==> src/rtl/mem_pkg.sv <==
// Request/response types shared by the memory arbiter and the SRAM bridge.
// Bus widths are fixed here so both sides agree on the struct layout.
package mem_pkg;
  localparam int ADDR_WIDTH = 32;
  localparam int DATA_WIDTH = 32;
  localparam int BE_WIDTH   = DATA_WIDTH / 8;

  typedef struct packed {
    logic [ADDR_WIDTH-1:0] addr;
    logic [DATA_WIDTH-1:0] wdata;
    logic [BE_WIDTH-1:0]   be;
    logic                  we;
  } mem_req_t;

  typedef struct packed {
    logic [DATA_WIDTH-1:0] data;
  } mem_resp_t;

  function automatic int ptr_width(input int depth);
    return (depth > 1) ? $clog2(depth) : 1;
  endfunction
endpackage

==> src/rtl/sync_fifo.sv <==
// Single-clock FIFO with occupancy count; DEPTH need not be a power of two.
// Head is read straight from the storage array, so a write never falls through.
module sync_fifo
  import mem_pkg::*;
#(
  parameter int WIDTH = 32,
  parameter int DEPTH = 4,
  parameter int CNT_W = $clog2(DEPTH + 1)
) (
  input  logic             clk,
  input  logic             rst,
  input  logic             push_i,
  input  logic [WIDTH-1:0] wdata_i,
  input  logic             pop_i,
  output logic [WIDTH-1:0] rdata_o,
  output logic             full_o,
  output logic             empty_o,
  output logic [CNT_W-1:0] count_o
);
  localparam int PTR_W = ptr_width(DEPTH);

  logic [WIDTH-1:0] mem_q [DEPTH];
  logic [PTR_W-1:0] wr_ptr_q, wr_ptr_d, rd_ptr_q, rd_ptr_d;
  logic [CNT_W-1:0] count_q, count_d;
  logic             do_push, do_pop;

  function automatic logic [PTR_W-1:0] ptr_inc(input logic [PTR_W-1:0] p);
    return (p == PTR_W'(DEPTH - 1)) ? '0 : p + 1'b1;
  endfunction

  assign full_o  = (count_q == CNT_W'(DEPTH));
  assign empty_o = (count_q == '0);
  assign count_o = count_q;
  assign rdata_o = mem_q[rd_ptr_q];
  // Pop on an empty FIFO is ignored even if a push lands in the same cycle.
  assign do_push = push_i && !full_o;
  assign do_pop  = pop_i && !empty_o;

  always_comb begin
    wr_ptr_d = wr_ptr_q;
    rd_ptr_d = rd_ptr_q;
    count_d  = count_q;
    if (do_push) wr_ptr_d = ptr_inc(wr_ptr_q);
    if (do_pop)  rd_ptr_d = ptr_inc(rd_ptr_q);
    case ({do_push, do_pop})
      2'b10:   count_d = count_q + 1'b1;
      2'b01:   count_d = count_q - 1'b1;
      default: count_d = count_q;
    endcase
  end

  always_ff @(posedge clk) begin
    if (do_push) mem_q[wr_ptr_q] <= wdata_i;
  end

  always_ff @(posedge clk or posedge rst) begin
    if (rst) begin
      wr_ptr_q <= '0;
      rd_ptr_q <= '0;
      count_q  <= '0;
    end else begin
      wr_ptr_q <= wr_ptr_d;
      rd_ptr_q <= rd_ptr_d;
      count_q  <= count_d;
    end
  end
endmodule

==> src/rtl/mem_sram_bridge.sv <==
// Bridges the arbiter's request stream onto a fixed-latency SRAM port and returns
// one in-order response per request, with credits reserving response-buffer space.
module mem_sram_bridge
  import mem_pkg::*;
#(
  parameter int SRAM_LATENCY = 2,
  parameter int RESP_DEPTH   = 4
) (
  input  logic                  clk,
  input  logic                  rst,
  input  logic                  req_valid_i,
  output logic                  req_ready_o,
  input  mem_req_t              req_i,
  output logic                  resp_valid_o,
  input  logic                  resp_ready_i,
  output mem_resp_t             resp_o,
  output logic                  sram_en_o,
  output logic                  sram_we_o,
  output logic [ADDR_WIDTH-1:0] sram_addr_o,
  output logic [DATA_WIDTH-1:0] sram_wdata_o,
  output logic [BE_WIDTH-1:0]   sram_be_o,
  input  logic [DATA_WIDTH-1:0] sram_rdata_i
);
  localparam int CNT_W = $clog2(RESP_DEPTH + 1);

  logic                    req_fire, resp_fire;
  logic [CNT_W-1:0]        outstanding_q, outstanding_d;
  logic [SRAM_LATENCY-1:0] pipe_vld_q, pipe_vld_d, pipe_we_q, pipe_we_d;
  logic                    fifo_push, fifo_full, fifo_empty;
  logic [DATA_WIDTH-1:0]   fifo_wdata, fifo_rdata;
  logic [CNT_W-1:0]        fifo_count;

  // Credits cover both in-flight accesses and buffered data, so a late SRAM
  // return always has a FIFO slot waiting for it.
  assign req_ready_o = !rst && (outstanding_q < CNT_W'(RESP_DEPTH));
  assign req_fire    = req_valid_i && req_ready_o;
  assign resp_fire   = resp_valid_o && resp_ready_i;

  assign sram_en_o    = req_fire;
  assign sram_we_o    = req_i.we;
  assign sram_addr_o  = req_i.addr;
  assign sram_wdata_o = req_i.wdata;
  assign sram_be_o    = req_i.be;

  assign pipe_vld_d[0] = req_fire;
  assign pipe_we_d[0]  = req_i.we;
  for (genvar gi = 1; gi < SRAM_LATENCY; gi++) begin : g_pipe
    assign pipe_vld_d[gi] = pipe_vld_q[gi-1];
    assign pipe_we_d[gi]  = pipe_we_q[gi-1];
  end

  always_ff @(posedge clk or posedge rst) begin
    if (rst) begin
      pipe_vld_q <= '0;
      pipe_we_q  <= '0;
    end else begin
      pipe_vld_q <= pipe_vld_d;
      pipe_we_q  <= pipe_we_d;
    end
  end

  // Writes still occupy a slot so the upstream tag queue stays aligned.
  assign fifo_push  = pipe_vld_q[SRAM_LATENCY-1];
  assign fifo_wdata = pipe_we_q[SRAM_LATENCY-1] ? '0 : sram_rdata_i;

  sync_fifo #(
    .WIDTH (DATA_WIDTH),
    .DEPTH (RESP_DEPTH)
  ) u_resp_fifo (
    .clk     (clk),
    .rst     (rst),
    .push_i  (fifo_push),
    .wdata_i (fifo_wdata),
    .pop_i   (resp_fire),
    .rdata_o (fifo_rdata),
    .full_o  (fifo_full),
    .empty_o (fifo_empty),
    .count_o (fifo_count)
  );

  assign resp_valid_o = !fifo_empty;
  assign resp_o.data  = fifo_rdata;

  always_comb begin
    outstanding_d = outstanding_q;
    if (req_fire && !resp_fire)      outstanding_d = outstanding_q + 1'b1;
    else if (!req_fire && resp_fire) outstanding_d = outstanding_q - 1'b1;
  end

  always_ff @(posedge clk or posedge rst) begin
    if (rst) outstanding_q <= '0;
    else     outstanding_q <= outstanding_d;
  end

  a_no_fifo_overflow : assert property (@(posedge clk) disable iff (rst)
    !(fifo_push && fifo_full));
  a_credit_bound : assert property (@(posedge clk) disable iff (rst)
    (outstanding_q <= CNT_W'(RESP_DEPTH)) && (fifo_count <= outstanding_q));
endmodule

==> config.mk <==
export PLATFORM = sky130hd
export DESIGN_NAME = mem_sram_bridge
export DESIGN_NICKNAME = d
export VERILOG_FILES = /design/src/rtl/mem_pkg.sv /design/src/rtl/sync_fifo.sv /design/src/rtl/mem_sram_bridge.sv
export SDC_FILE = /design/constraint.sdc
export NUM_CORES = 1
export LEC_CHECK = 0
export ABC_CLOCK_PERIOD_IN_PS = 3960
export CORE_MARGIN = 8
export CORE_UTILIZATION = 40
export DETAILED_ROUTE_END_ITERATION = 16
export PLACE_DENSITY = 0.81
export SETUP_SLACK_MARGIN = 0.5
export SYNTH_ARGS = -nofsm -noshare
export SYNTH_HDL_FRONTEND = slang
export SYNTH_SLANG_ARGS = --single-unit
==> constraint.sdc <==
create_clock -name clk -period 3.96 [get_ports clk]
set_input_delay 0.792 -clock clk [delete_from_list [all_inputs] [get_ports clk]]
set_output_delay 0.792 -clock clk [all_outputs]
set_load 0.01 [all_outputs]
== Word-level counts from Yosys, hierarchy flattened ==
Memories as Yosys holds them, arrays and structs flattened.
Cells that the tools add are included.
Cells by class
  magnitude comparators: 1
  reduce and logical (&&, ||, !) cells: 15
  shift operators: 0
  divide/modulo/power cells: 0
  equality and inequality tests: 5
  multiply operators: 0
  bitwise gates (word level): 0
  add/sub/neg operators: 6
  mux-type cells: 8
Operator list (count)
  $mux 32: 1
  $logic_and 1x1->1: 7
  $add 3x1->3 const B: 2
  $eq 2x2->1 const B: 3
  $mux 3: 2
  $pmux 3 s2: 1
  $sub 3x1->3 const B: 2
  $logic_not 1->1: 5
  $add 2x1->2 const B: 2
  $mux 2: 2
  $reduce_bool 2->1: 2
  $eq 3x3->1 const B: 1
  $logic_not 3->1: 1
  $lt 3x3->1 const B: 1
  $eq 2x1->1 const B: 1
  $mux 1: 2
Storage, ports and cells
  memory bits (writable): 128
  bits of input ports: 105
  bits in read-only memories: 0
  output and inout port bits: 104
  latch bits: 0
  logic and storage cells: 42
  register bits: 14
  memories kept: 1
Memory list
  u_resp_fifo.mem_q: depth 4, width 32, read ports 1, clocked after memory_dff 0, write ports 1, RTL line sync_fifo.sv:22  | logic [WIDTH-1:0] mem_q [DEPTH];

== Depth between registers and ports, before layout ==
Gate-level depths: netlist of the first run.
  depth after elaboration: 7
  gate-level depth with buffers: 9
  gate-level depth less buffers: 9

== Hierarchy ==
From an unflattened synthesis of the first run, not the netlist that was laid out.
Second synthesis, totals
  cell total of the unflattened synthesis: 334
  area total of the unflattened synthesis: 6130.9 um^2
By module, submodules not included
  sync_fifo: area each 5119.9 um^2, times used 1, seq. area each 4018.9 um^2, cells an instance 209
  mem_sram_bridge: area each 1011.0 um^2, times used 1, seq. area each 175.2 um^2, cells an instance 125

== Least setup slack after synthesis of the first run ==
No wires, ideal clock.
  kind: input-to-reg
  from: input port rst
  to: register outstanding_q[2]
  path buffers: 0
  stages on the path: 8
  arrival: 2.220 ns
  setup slack: 1.660 ns
  data required time: 3.881 ns
  library setup time: 0.079 ns
  cell sequence: nor2_1 > and2_1 > ha_1 > inv_1 > fa_1 > xor2_1 > nor2_1 > xor2_1
Between the ends
  word-level cells in the longest chain between the ends: 6
  elaborated cells between the ends (all ways): 8
  those cells by class: mux (1); reduce/logical (7)
RTL lines
  start: declaration: RTL line mem_sram_bridge.sv:10  | input logic rst,
  $logic_not 1->1 (no line) (*)
  $logic_and 1x1->1 (*): RTL line mem_sram_bridge.sv:35  | assign req_ready_o = !rst && (outstanding_q < CNT_W'(RESP_DEPTH));
  $logic_and 1x1->1 (*): RTL line mem_sram_bridge.sv:36  | assign req_fire = req_valid_i && req_ready_o;
  net sram_en_o: RTL line mem_sram_bridge.sv:17  | output logic sram_en_o,
  $logic_not 1->1: RTL line mem_sram_bridge.sv:87  | else if (!req_fire && resp_fire) outstanding_d = outstanding_q - 1'b1;
  $logic_and 1x1->1: RTL line mem_sram_bridge.sv:87
  $reduce_bool 2->1 (no line)
  end signal: assignment: RTL line mem_sram_bridge.sv:92  | else outstanding_q <= outstanding_d;
  end: declaration: RTL line mem_sram_bridge.sv:27  | logic [CNT_W-1:0] outstanding_q, outstanding_d;
The timed path passes the listed nets; every way through them passes the cells marked *.
A chain may end at the register's enable or synchronous reset.

==> out/qor.yml, run 1 <==
floorplan:
  die_h_um: 140
  core_mm2: 0.0151
  rows: 45
  initial_utilization_pct: 40.6
  die-width_um: 140
  dieArea_mm2: 0.0195
  ioPinCount: 209
synth:
  syn_area_per_cell_um2: 18.6
  synthFlopType: "edfxtp_1"
  synthAdderAreaFrac_pct: 2.08
  postSynth.asyncResetShare_pct: 9.86
  synth-seq-cells: 142
  synth_edf_count: 128
  synth.area.mux_share_pct: 13.1
  syn_area_mm2: 0.00613
  synth_top_family_by_area: "multiplexers"
  synth_xor_xnor_area_share_pct: 0.858
  netlist_instances: 330
  synth-warning-count: 0
  synth_fp_nets: 444
  synth-compound-area-share_pct: 0.347
  seq_area_frac_synth_pct: 68.5
  synth.distinct_cells: 22
  yosys.area_share.simple_pct: 4.45
power:
  power_mw: 4.75
  switching_share_pct: 26.8
  p_switching_mw: 1.27
  internal_power_mw: 3.48
  ir_drop_mv: 0.304
  power_density_mw_per_mm2: 674
  power_leakage_nw: 2.41
  pwr-share-clk_pct: 30.6
  pwr-share-comb_pct: 27.8
  p_seq_share_pct: 41.6
clocking:
  cts_resized: 0
  h-tree-depth: 4
  cts_hold_buf: 0
  cts_tree: "done"
  root_buffer: "clkbuf_16"
  clockBufferDepth: 2
  cts.clk_slew.worst_paths_ns: 0.06
  worstSkewPairLatency_ns: 0.42
  cts_sinks: 142
  cts_made_buffers: 17
  cts_setup_buffers: 0
sta:
  hold_viol: 0
  worst_hold_slack_ns: 0.349
  timing.final.crit_share_pct: 82.8
  slew_violations: 0
  rsz0062_at_grt: "no"
  tightest_slew_ns: 0.915
  skew_ns: 0.00431
  setup_violations: 0
  fmax_mhz: 305
  min_period_ns: 3.28
  relSlewSlack_pct: 39.0
  final.setup.tns_ns: 0
final_layout:
  num-fill-cells: 1265
  multiInputGateArea_mm2: 0.00128
  final_nets: 458
  layout-drive-gt1-share_pct: 21.3
  area_delta_synth_final_pct: 15.0
  fin_util_pct: 46.7
  diodes: 0
  seqCellArea_mm2: 0.00420
worst_setup_path:
  crit_chain: "buf_4 > mux4_1 > clkdlybuf4s50_1"
  path_buf_inv: 2
  critical_path_class: "reg -> out"
  critical_path.top_delay_family: "buffers and inverters"
  crit_arrival_ns: 2.49
  cp_slowest_cell: "mux4_1"
  slowest_delay_ns: 0.63
  crit_fanout: 14
  required_ns: 3.17
  end_kind: "output port"
  cp-start-kind: "flip-flop"
worst_hold_path:
  hp-class: "reg -> reg"
placed_design:
  place_congestion: 0.686
  place_hpwl_um: 8180
  portBuffers: 72
drt:
  top_layer_used: "met4"
  drc: 0
  met2_length_um: 6680
  drtAntennaViolNets: 0
  vias: 2730
  wire_per_inst_um: 22.2
  drtPass1Iterations: 4
  route.met3.wl_um: 966
  drt-met1-wl_um: 4020
  drtIter0Drc: 139
  viasPerCell: 5.01
  drt_wl_total_um: 12100
global_routing:
  grt_pass1_wl_um: 18700
  antenna_found_initial: 0
  globalRouteOverflowTotal: 0
  grt_max_degree: 35
  grt_pass1_vias: 3179
  grt_usage_pct: 13.1
job:
  max_cap_viol_count: 0
outcome:
  outcome: "completed"
==> stage by stage <==
step	worst slack, ns	cells	area (um^2)
floorplan	1.66	330	6130
global placement	1.10	513	6490
detailed placement	1.06	513	6490
CTS	0.603	545	7050
global route	0.543	545	7050
finish	0.682	545	7050
==> flip-flops by register name, indices dropped and copies added, names as in the netlist <==
| name | cells |
|---|---|
| u_resp_fifo.mem_q | 128 |
| outstanding_q | 3 |
| u_resp_fifo.count_o | 3 |
| pipe_vld_q | 2 |
| pipe_we_q | 2 |
| u_resp_fifo.rd_ptr_q | 2 |
| u_resp_fifo.wr_ptr_q | 2 |
==> Yosys cell counts, types with 3 or more instances <==
master / instances / area share, %
mux4_2: 28 / 10
mux4_1: 4 / 1.7
ha_1: 7 / 1.4
clkbuf_1: 4 / 0.24
nor2b_1: 32 / 3.3
mux2_2: 5 / 0.92
buf_12: 3 / 0.98
dfrtp_1: 14 / 5.7
inv_1: 10 / 0.61
and2_1: 5 / 0.51
xor2_1: 4 / 0.57
nor2_1: 5 / 0.31
buf_4: 69 / 8.5
edfxtp_1: 128 / 63
buf_2: 3 / 0.24
==> worst paths after layout <==
kind                       slack (ns)  cells past startpoint               startpoint                 endpoint
max                              0.68                      3  u_resp_fifo.rd_ptr_q[0]                resp_o[1]
min                              0.35                      0             pipe_we_q[0]             pipe_we_q[1]
max reg2reg                      1.94                      8   u_resp_fifo.count_o[0]         outstanding_q[2]
min reg2reg                      0.35                      0             pipe_we_q[0]             pipe_we_q[1]
max in group asynchronous        2.85                      2                      rst  u_resp_fifo.rd_ptr_q[0]
min in group asynchronous        0.74                      2                      rst         outstanding_q[2]
==> cell type report <==
type | instances | area share (%)
sequential | 142 | 59.6
multi-input combinational | 98 | 18.2
timing repair buffer | 75 | 10.5
clock buffer | 21 | 7.00
tap | 188 | 3.34
clock inverter | 11 | 0.835
inverter | 10 | 0.533
==> placed cells by master (no fill, tap or decap), drive strengths merged <==
cell	count
nor2	5
and2	5
nor2b	32
nand2	1
clkbuf	21
inv	13
ha	7
xnor2	2
edfxtp	128
mux2	5
clkinv	8
mux4	32
xor2	4
mux2i	1
or3	1
a31oi	1
fa	2
clkdlybuf4s50	72
dfrtp	14
buf	3
==> power by group through the flow <==
stage	logic [mW]	clock network [mW]	registers, mW
2_1_floorplan	0.984	0	1.89
3_3_place_gp	1.30	0	2.00
3_5_place_dp	1.35	0	2.01
4_1_cts	1.36	1.48	1.99
5_1_grt	1.42	1.54	2.00
6_report	1.32	1.45	1.98
==> routing by layer <==
layer  vias to the layer above  GRT usage (%)
met1                      1371           11.7
li1                       1193              -
met3                        54           4.96
met2                       112           23.8
met5                         -              0
met4                         0           9.20
==> cell families (layout without fill, tap and decap cells) <==
family | Yosys count | count (layout)
flops | 142 | 142
fa+ha+maj | 9 | 9
mux | 38 | 38
buf+inv | 90 | 117
simple gates | 44 | 44
xor+xnor | 6 | 6
compound gates | 1 | 1
Power figures use the tool's default switching activity.
==> run 2: changes to the inputs <==
--- a/config.mk
+++ b/config.mk
@@ -5,7 +5,7 @@
 export SDC_FILE = /design/constraint.sdc
 export NUM_CORES = 1
 export LEC_CHECK = 0
-export ABC_CLOCK_PERIOD_IN_PS = 3960
+export ABC_CLOCK_PERIOD_IN_PS = 3100
 export CORE_MARGIN = 8
 export CORE_UTILIZATION = 40
 export DETAILED_ROUTE_END_ITERATION = 16
==> constraint.sdc (replaced) <==
create_clock -name clk -period 3.1 [get_ports clk]
set_input_delay 0.62 -clock clk [delete_from_list [all_inputs] [get_ports clk]]
set_output_delay 0.62 -clock clk [all_outputs]
set_load 0.01 [all_outputs]
==> out/qor.yml, run 2 (same netlist as run 1, synthesis figures left out) <==
worst_setup_path:
  critical_path_class: "reg -> out"
  crit_fanout: 5  # -9
  cp-start-kind: "flip-flop"
  cp_slowest_cell: "dfrtp_4"
  required_ns: 2.48  # -0.69 ns
  crit_chain: "buf_4 > buf_4 > mux4_2 > dlygate4sd2_1"
  slowest_delay_ns: 0.51  # -0.12 ns
  cp-startpoint: "u_resp_fifo.rd_ptr_q[0]"
  cp_common_cell: "buf_4"
  crit_arrival_ns: 1.96  # -0.53 ns
  r2r-start: "u_resp_fifo.count_o[0]"
  end_kind: "output port"
power:
  internal_power_mw: 4.80  # +38%
  pwr-share-comb_pct: 28.6  # +0.8 points
  power_leakage_nw: 2.61  # +8.4%
  power_density_mw_per_mm2: 892  # +32%
  ir_drop_mv: 0.383  # +26%
  pwr-share-clk_pct: 33.9  # +3.3 points
  p_switching_mw: 1.70  # +34%
  p_seq_share_pct: 37.5  # -4.1 points
  switching_share_pct: 26.1  # -0.65 points
  power_mw: 6.50  # +37%
final_layout:
  regMostFlops: "u_resp_fifo.mem_q"
  num-fill-cells: 1243  # -1.7%
  layout-drive-gt1-share_pct: 26.7  # +5.4 points
  mostFrequentLayoutCells: "128 x edfxtp_1, 39 x clkdlybuf4s50_1, 32 x nor2b_1, 29 x mux4_2"
  largest_reg_flops: 128  # unchanged
  diodes: 0  # unchanged
  final_nets: 472  # +3.1%
  fin_util_pct: 48.3  # +1.6 points
  area_delta_synth_final_pct: 18.9
  layout_commonest_cell: "edfxtp_1"
sta:
  fmax_mhz: 387
  final.setup.tns_ns: 0  # unchanged
  worst_hold_slack_ns: 0.349  # -0.000255 ns
  rsz0062_at_grt: "yes"
  relSlewSlack_pct: 38.2  # -0.79 points
  slew_violations: 0  # unchanged
  skew_ns: 0.00574  # +0.00144 ns
  setup_violations: 0  # unchanged
  tightest_slew_ns: 0.926  # +0.0119 ns
  min_period_ns: 2.58
  timing.final.crit_share_pct: 83.3
  hold_viol: 0  # unchanged
drt:
  drtPass1Iterations: 7  # +3
  met2_length_um: 6510  # -2.6%
  drc: 0  # unchanged
  top_layer_used: "met4"
  drtAntennaViolNets: 0  # unchanged
  route.met3.wl_um: 985  # +2.0%
  drtIter0Drc: 104  # -25%
  vias: 2792  # +2.3%
  drt_wl_total_um: 12300  # +1.5%
  wire_per_inst_um: 22.0  # -1.0%
  viasPerCell: 4.99  # -0.29%
  drt-met1-wl_um: 4380  # +9.0%
floorplan:
  rows: 45  # unchanged
  initial_utilization_pct: 40.6  # unchanged
  die_h_um: 140  # unchanged
  dieArea_mm2: 0.0195  # unchanged
  die-width_um: 140  # unchanged
  ioPinCount: 209  # unchanged
  core_mm2: 0.0151  # unchanged
global_routing:
  grt_max_degree: 33  # -5.7%
  globalRouteOverflowTotal: 0  # unchanged
  grt_usage_pct: 13.2  # +0.13 points
  grt_pass1_vias: 3159  # -0.63%
  antenna_found_initial: 0  # unchanged
  grt_pass1_wl_um: 18700  # +0.33%
clocking:
  cts_sinks: 142  # unchanged
  cts_tree: "done"
  clockBufferDepth: 2  # unchanged
  cts.clk_slew.worst_paths_ns: 0.06  # about the same
  cts_hold_buf: 0  # unchanged
  h-tree-depth: 4  # unchanged
  worstSkewPairLatency_ns: 0.42  # about the same
  cts_made_buffers: 17  # unchanged
  root_buffer: "clkbuf_16"
placed_design:
  place_hpwl_um: 8080  # -1.3%
  portBuffers: 72  # unchanged
  place_congestion: 0.674  # -1.7%
job:
  max_cap_viol_count: 0  # unchanged
worst_hold_path:
  hp-class: "reg -> reg"
  hp-start: "pipe_vld_q[0]"
outcome:
  outcome: "completed"
run 2: power groups by stage:
| stage | clock (mW) | sequential [mW] | combinational, mW |
|---|---|---|---|
| final | 2.20 | 2.43 | 1.86 |
| after global routing | 2.33 | 2.46 | 2.03 |
| after CTS | 2.24 | 2.44 | 1.85 |
| after detailed placement | 0 | 2.55 | 1.80 |
| after global placement | 0 | 2.53 | 1.76 |
| after floorplan | 0 | 2.41 | 1.26 |
run 2: final cells by class:
| cell class | count | area [um^2] | area share, % |
|---|---|---|---|
| flip-flops and latches | 142 | 4200 | 57.7 |
| clock inverters | 14 | 215 | 2.95 |
| well taps | 188 | 235 | 3.23 |
| multi-input cells | 98 | 1280 | 17.6 |
| repair buffers | 89 | 876 | 12.0 |
| inverters | 10 | 37.5 | 0.515 |
| clock buffers | 18 | 439 | 6.03 |
run 2: worst max-delay path, delay by kind of cell, from the launching register on:
kind,cells,cell delay [ns]
buf+inv,3,0.62
flops,1,0.51
mux,1,0.41
run 2: worst paths after layout:
path                                            to  slack, ns  cells past startpoint
min in group asynchronous            pipe_vld_q[0]       0.62                      2
max in group asynchronous  u_resp_fifo.rd_ptr_q[1]       2.07                      2
min                                  pipe_vld_q[1]       0.35                      0
max reg2reg                       outstanding_q[2]       1.09                      8
max                                      resp_o[8]       0.52                      4
min reg2reg                          pipe_vld_q[1]       0.35                      0
run 2: layer usage:
metal,up-vias,GRT usage [%]
li1,1223,-
met2,117,22.6
met5,-,0
met1,1396,12.9
met4,0,8.57
met3,56,5.71
run 2: through the flow:
step | area [um^2] | setup WS, ns | std cells
4_1_cts | 7230 | 0.324 | 554
3_5_place_dp | 6530 | 0.494 | 515
5_1_grt | 7280 | 0.430 | 559
6_report | 7280 | 0.518 | 559
2_1_floorplan | 6130 | 0.972 | 330
3_3_place_gp | 6530 | 0.507 | 515
run 2: timing repair:
action | 4_1_cts | 5_1_grt
endpoints found under the hold margin | 0 | 0
resized for setup | 33 | 24
setup buffers | 7 | 5
setup endpoints to repair | 32 | 19
==> run 3: changes to the inputs <==
--- a/config.mk
+++ b/config.mk
@@ -5,7 +5,7 @@
 export SDC_FILE = /design/constraint.sdc
 export NUM_CORES = 1
 export LEC_CHECK = 0
-export ABC_CLOCK_PERIOD_IN_PS = 3100
+export ABC_CLOCK_PERIOD_IN_PS = 2500
 export CORE_MARGIN = 8
 export CORE_UTILIZATION = 40
 export DETAILED_ROUTE_END_ITERATION = 16
==> constraint.sdc (replaced) <==
create_clock -name clk -period 2.5 [get_ports clk]
set_input_delay 0.5 -clock clk [delete_from_list [all_inputs] [get_ports clk]]
set_output_delay 0.5 -clock clk [all_outputs]
set_load 0.01 [all_outputs]
==> out/qor.yml, run 3 (same netlist as run 1, synthesis figures left out) <==
worst_setup_path:
  crit_arrival_ns: 1.81  # -0.15 ns
  crit_fanout: 5  # unchanged
  r2r-start: "u_resp_fifo.count_o[2]"
  timing.rr.end: "u_resp_fifo.count_o[2]"
  reg2reg_slack_ns: 0.56  # -0.53 ns
  critical_path.top_delay_family: "buffers and inverters"
  cp_slowest_cell: "dfrtp_2"
  crit_chain: "buf_8 > buf_12 > buf_16 > mux4_2 > buf_6"
  required_ns: 2.00  # -0.48 ns
  end_kind: "output port"
  worstRegToRegCells: 10  # +2
  slowest_delay_ns: 0.43  # -0.08 ns
  critical_path_class: "reg -> out"
  path_buf_inv: 4  # +1
  cp-start-kind: "flip-flop"
final_layout:
  largest_reg_flops: 128  # unchanged
  area_delta_synth_final_pct: 21.3
  diodes: 0  # unchanged
  instances_no_fill: 567  # +1.4%
  layout-drive-gt1-share_pct: 38.3  # +12 points
  mostFrequentLayoutCells: "128 x edfxtp_1, 35 x clkdlybuf4s50_1, 32 x nor2b_1, 31 x mux4_2, 25 x buf_6"
  final_nets: 480  # +1.7%
  num-fill-cells: 1228  # -1.2%
  layout_commonest_cell: "edfxtp_1"
  regMostFlops: "u_resp_fifo.mem_q"
floorplan:
  ioPinCount: 209  # unchanged
  dieArea_mm2: 0.0195  # unchanged
  die_h_um: 140  # unchanged
  rows: 45  # unchanged
  initial_utilization_pct: 40.6  # unchanged
  core_mm2: 0.0151  # unchanged
  die-width_um: 140  # unchanged
drt:
  viasPerCell: 4.98  # -0.25%
  vias: 2825  # +1.2%
  wire_per_inst_um: 21.1  # -4.1%
  drt_wl_total_um: 12000  # -2.7%
  drtIter0Drc: 108  # +3.8%
  drc: 0  # unchanged
  drtAntennaViolNets: 0  # unchanged
  drtPass1Iterations: 4  # -3
placed_design:
  portBuffers: 72  # unchanged
  placed_cells: 520  # +0.97%
  place_hpwl_um: 7800  # -3.4%
  place_congestion: 0.639  # -5.2%
power:
  p_seq_share_pct: 35.9  # -1.6 points
  p_switching_mw: 2.20  # +30%
  power_leakage_nw: 2.62  # +0.40%
  pwr-share-comb_pct: 32.6  # +4.0 points
  power_density_mw_per_mm2: 1120  # +25%
  ir_drop_mv: 0.478  # +25%
  pwr-share-clk_pct: 31.5  # -2.4 points
  switching_share_pct: 26.6  # +0.43 points
  power_mw: 8.29  # +28%
  internal_power_mw: 6.09  # +27%
global_routing:
  grt_pass1_wl_um: 18300  # -2.4%
  grt_usage_pct: 12.6  # -0.65 points
  grt_pass1_vias: 3194  # +1.1%
  grt_max_degree: 22  # -33%
  globalRouteOverflowTotal: 0  # unchanged
  antenna_found_initial: 0  # unchanged
clocking:
  worstSkewPairLatency_ns: 0.41  # about the same
  root_buffer: "clkbuf_16"
  h-tree-depth: 4  # unchanged
  clockBufferDepth: 2  # unchanged
  cts.clk_slew.worst_paths_ns: 0.06  # about the same
  cts_tree: "done"
  cts_hold_buf: 0  # unchanged
  cts_made_buffers: 17  # unchanged
  cts_sinks: 142  # unchanged
sta:
  slew_violations: 0  # unchanged
  hold_viol: 0  # unchanged
  timing.final.crit_share_pct: 92.4
  fmax_mhz: 433
  skew_ns: 0.00915  # +0.00341 ns
  relSlewSlack_pct: 63.9  # +26 points
  rsz0062_at_grt: "yes"
  setup_violations: 0  # unchanged
  min_period_ns: 2.31
  tightest_slew_ns: 0.540  # -0.386 ns
  final.setup.tns_ns: 0  # unchanged
worst_hold_path:
  hp-class: "reg -> reg"
  hold_depth: 0  # unchanged
  hp-start: "pipe_we_q[0]"
  holdPathEnd: "pipe_we_q[1]"
job:
  max_cap_viol_count: 0  # unchanged
outcome:
  outcome: "completed"
-- run 3: metrics by stage --
step	setup WS (ns)	cell area, um^2	hold WS (ns)	utilization, %
finish	0.189	7430	0.349	49.2
global route	0.130	7430	0.358	49.2
CTS	0.167	7340	0.351	48.6
detailed placement	0.0689	6610	0.338	43.8
global placement	0.187	6610	0.335	43.8
floorplan	0.539	6130	0.331	-
-- run 3: metal layers --
| layer | vias up | GRT usage (%) | wire length [um] |
|---|---|---|---|
| li1 | 1232 | - | - |
| met1 | 1420 | 13.2 | 4480 |
| met2 | 117 | 20.5 | 6010 |
| met3 | 56 | 5.78 | 1030 |
| met4 | 0 | 7.31 | 444 |
| met5 | - | 0 | 0 |
-- run 3: final cells by class --
type                            instances  area [um^2]  share of cell area, %
Clock buffer                           18          429                   5.78
Clock inverter                         14          191                   2.58
Inverter                               10         40.0                  0.539
Multi-Input combinational cell         98         1310                   17.6
Sequential cell                       142         4200                   56.5
Tap cell                              188          235                   3.17
Timing Repair Buffer                   97         1030                   13.9
-- run 3: power by group through the flow --
stage | combinational, mW | sequential [mW] | clock, mW
6_report | 2.71 | 2.98 | 2.61
5_1_grt | 2.93 | 3.00 | 2.76
4_1_cts | 2.62 | 2.98 | 2.65
3_5_place_dp | 2.35 | 3.06 | 0
3_3_place_gp | 2.30 | 3.04 | 0
2_1_floorplan | 1.56 | 2.99 | 0
-- run 3: what timing repair did --
action	CTS	global route
endpoints found under the setup margin	38	37
buffers inserted	9	4
resized for setup	167	22
cloned	2	0
pin swaps	4	9
-- run 3: worst max-delay path by stage --
stage                                  startpoint               end  slack, ns  cells after the start
final                     u_resp_fifo.rd_ptr_q[0]        resp_o[25]       0.19                      5
after global routing      u_resp_fifo.rd_ptr_q[0]        resp_o[25]       0.13                      5
after CTS                 u_resp_fifo.rd_ptr_q[0]        resp_o[25]       0.17                      5
after detailed placement                      rst  outstanding_q[2]       0.07                      9
after global placement                        rst  outstanding_q[2]       0.19                      9
after floorplan                               rst  outstanding_q[2]       0.54                      8
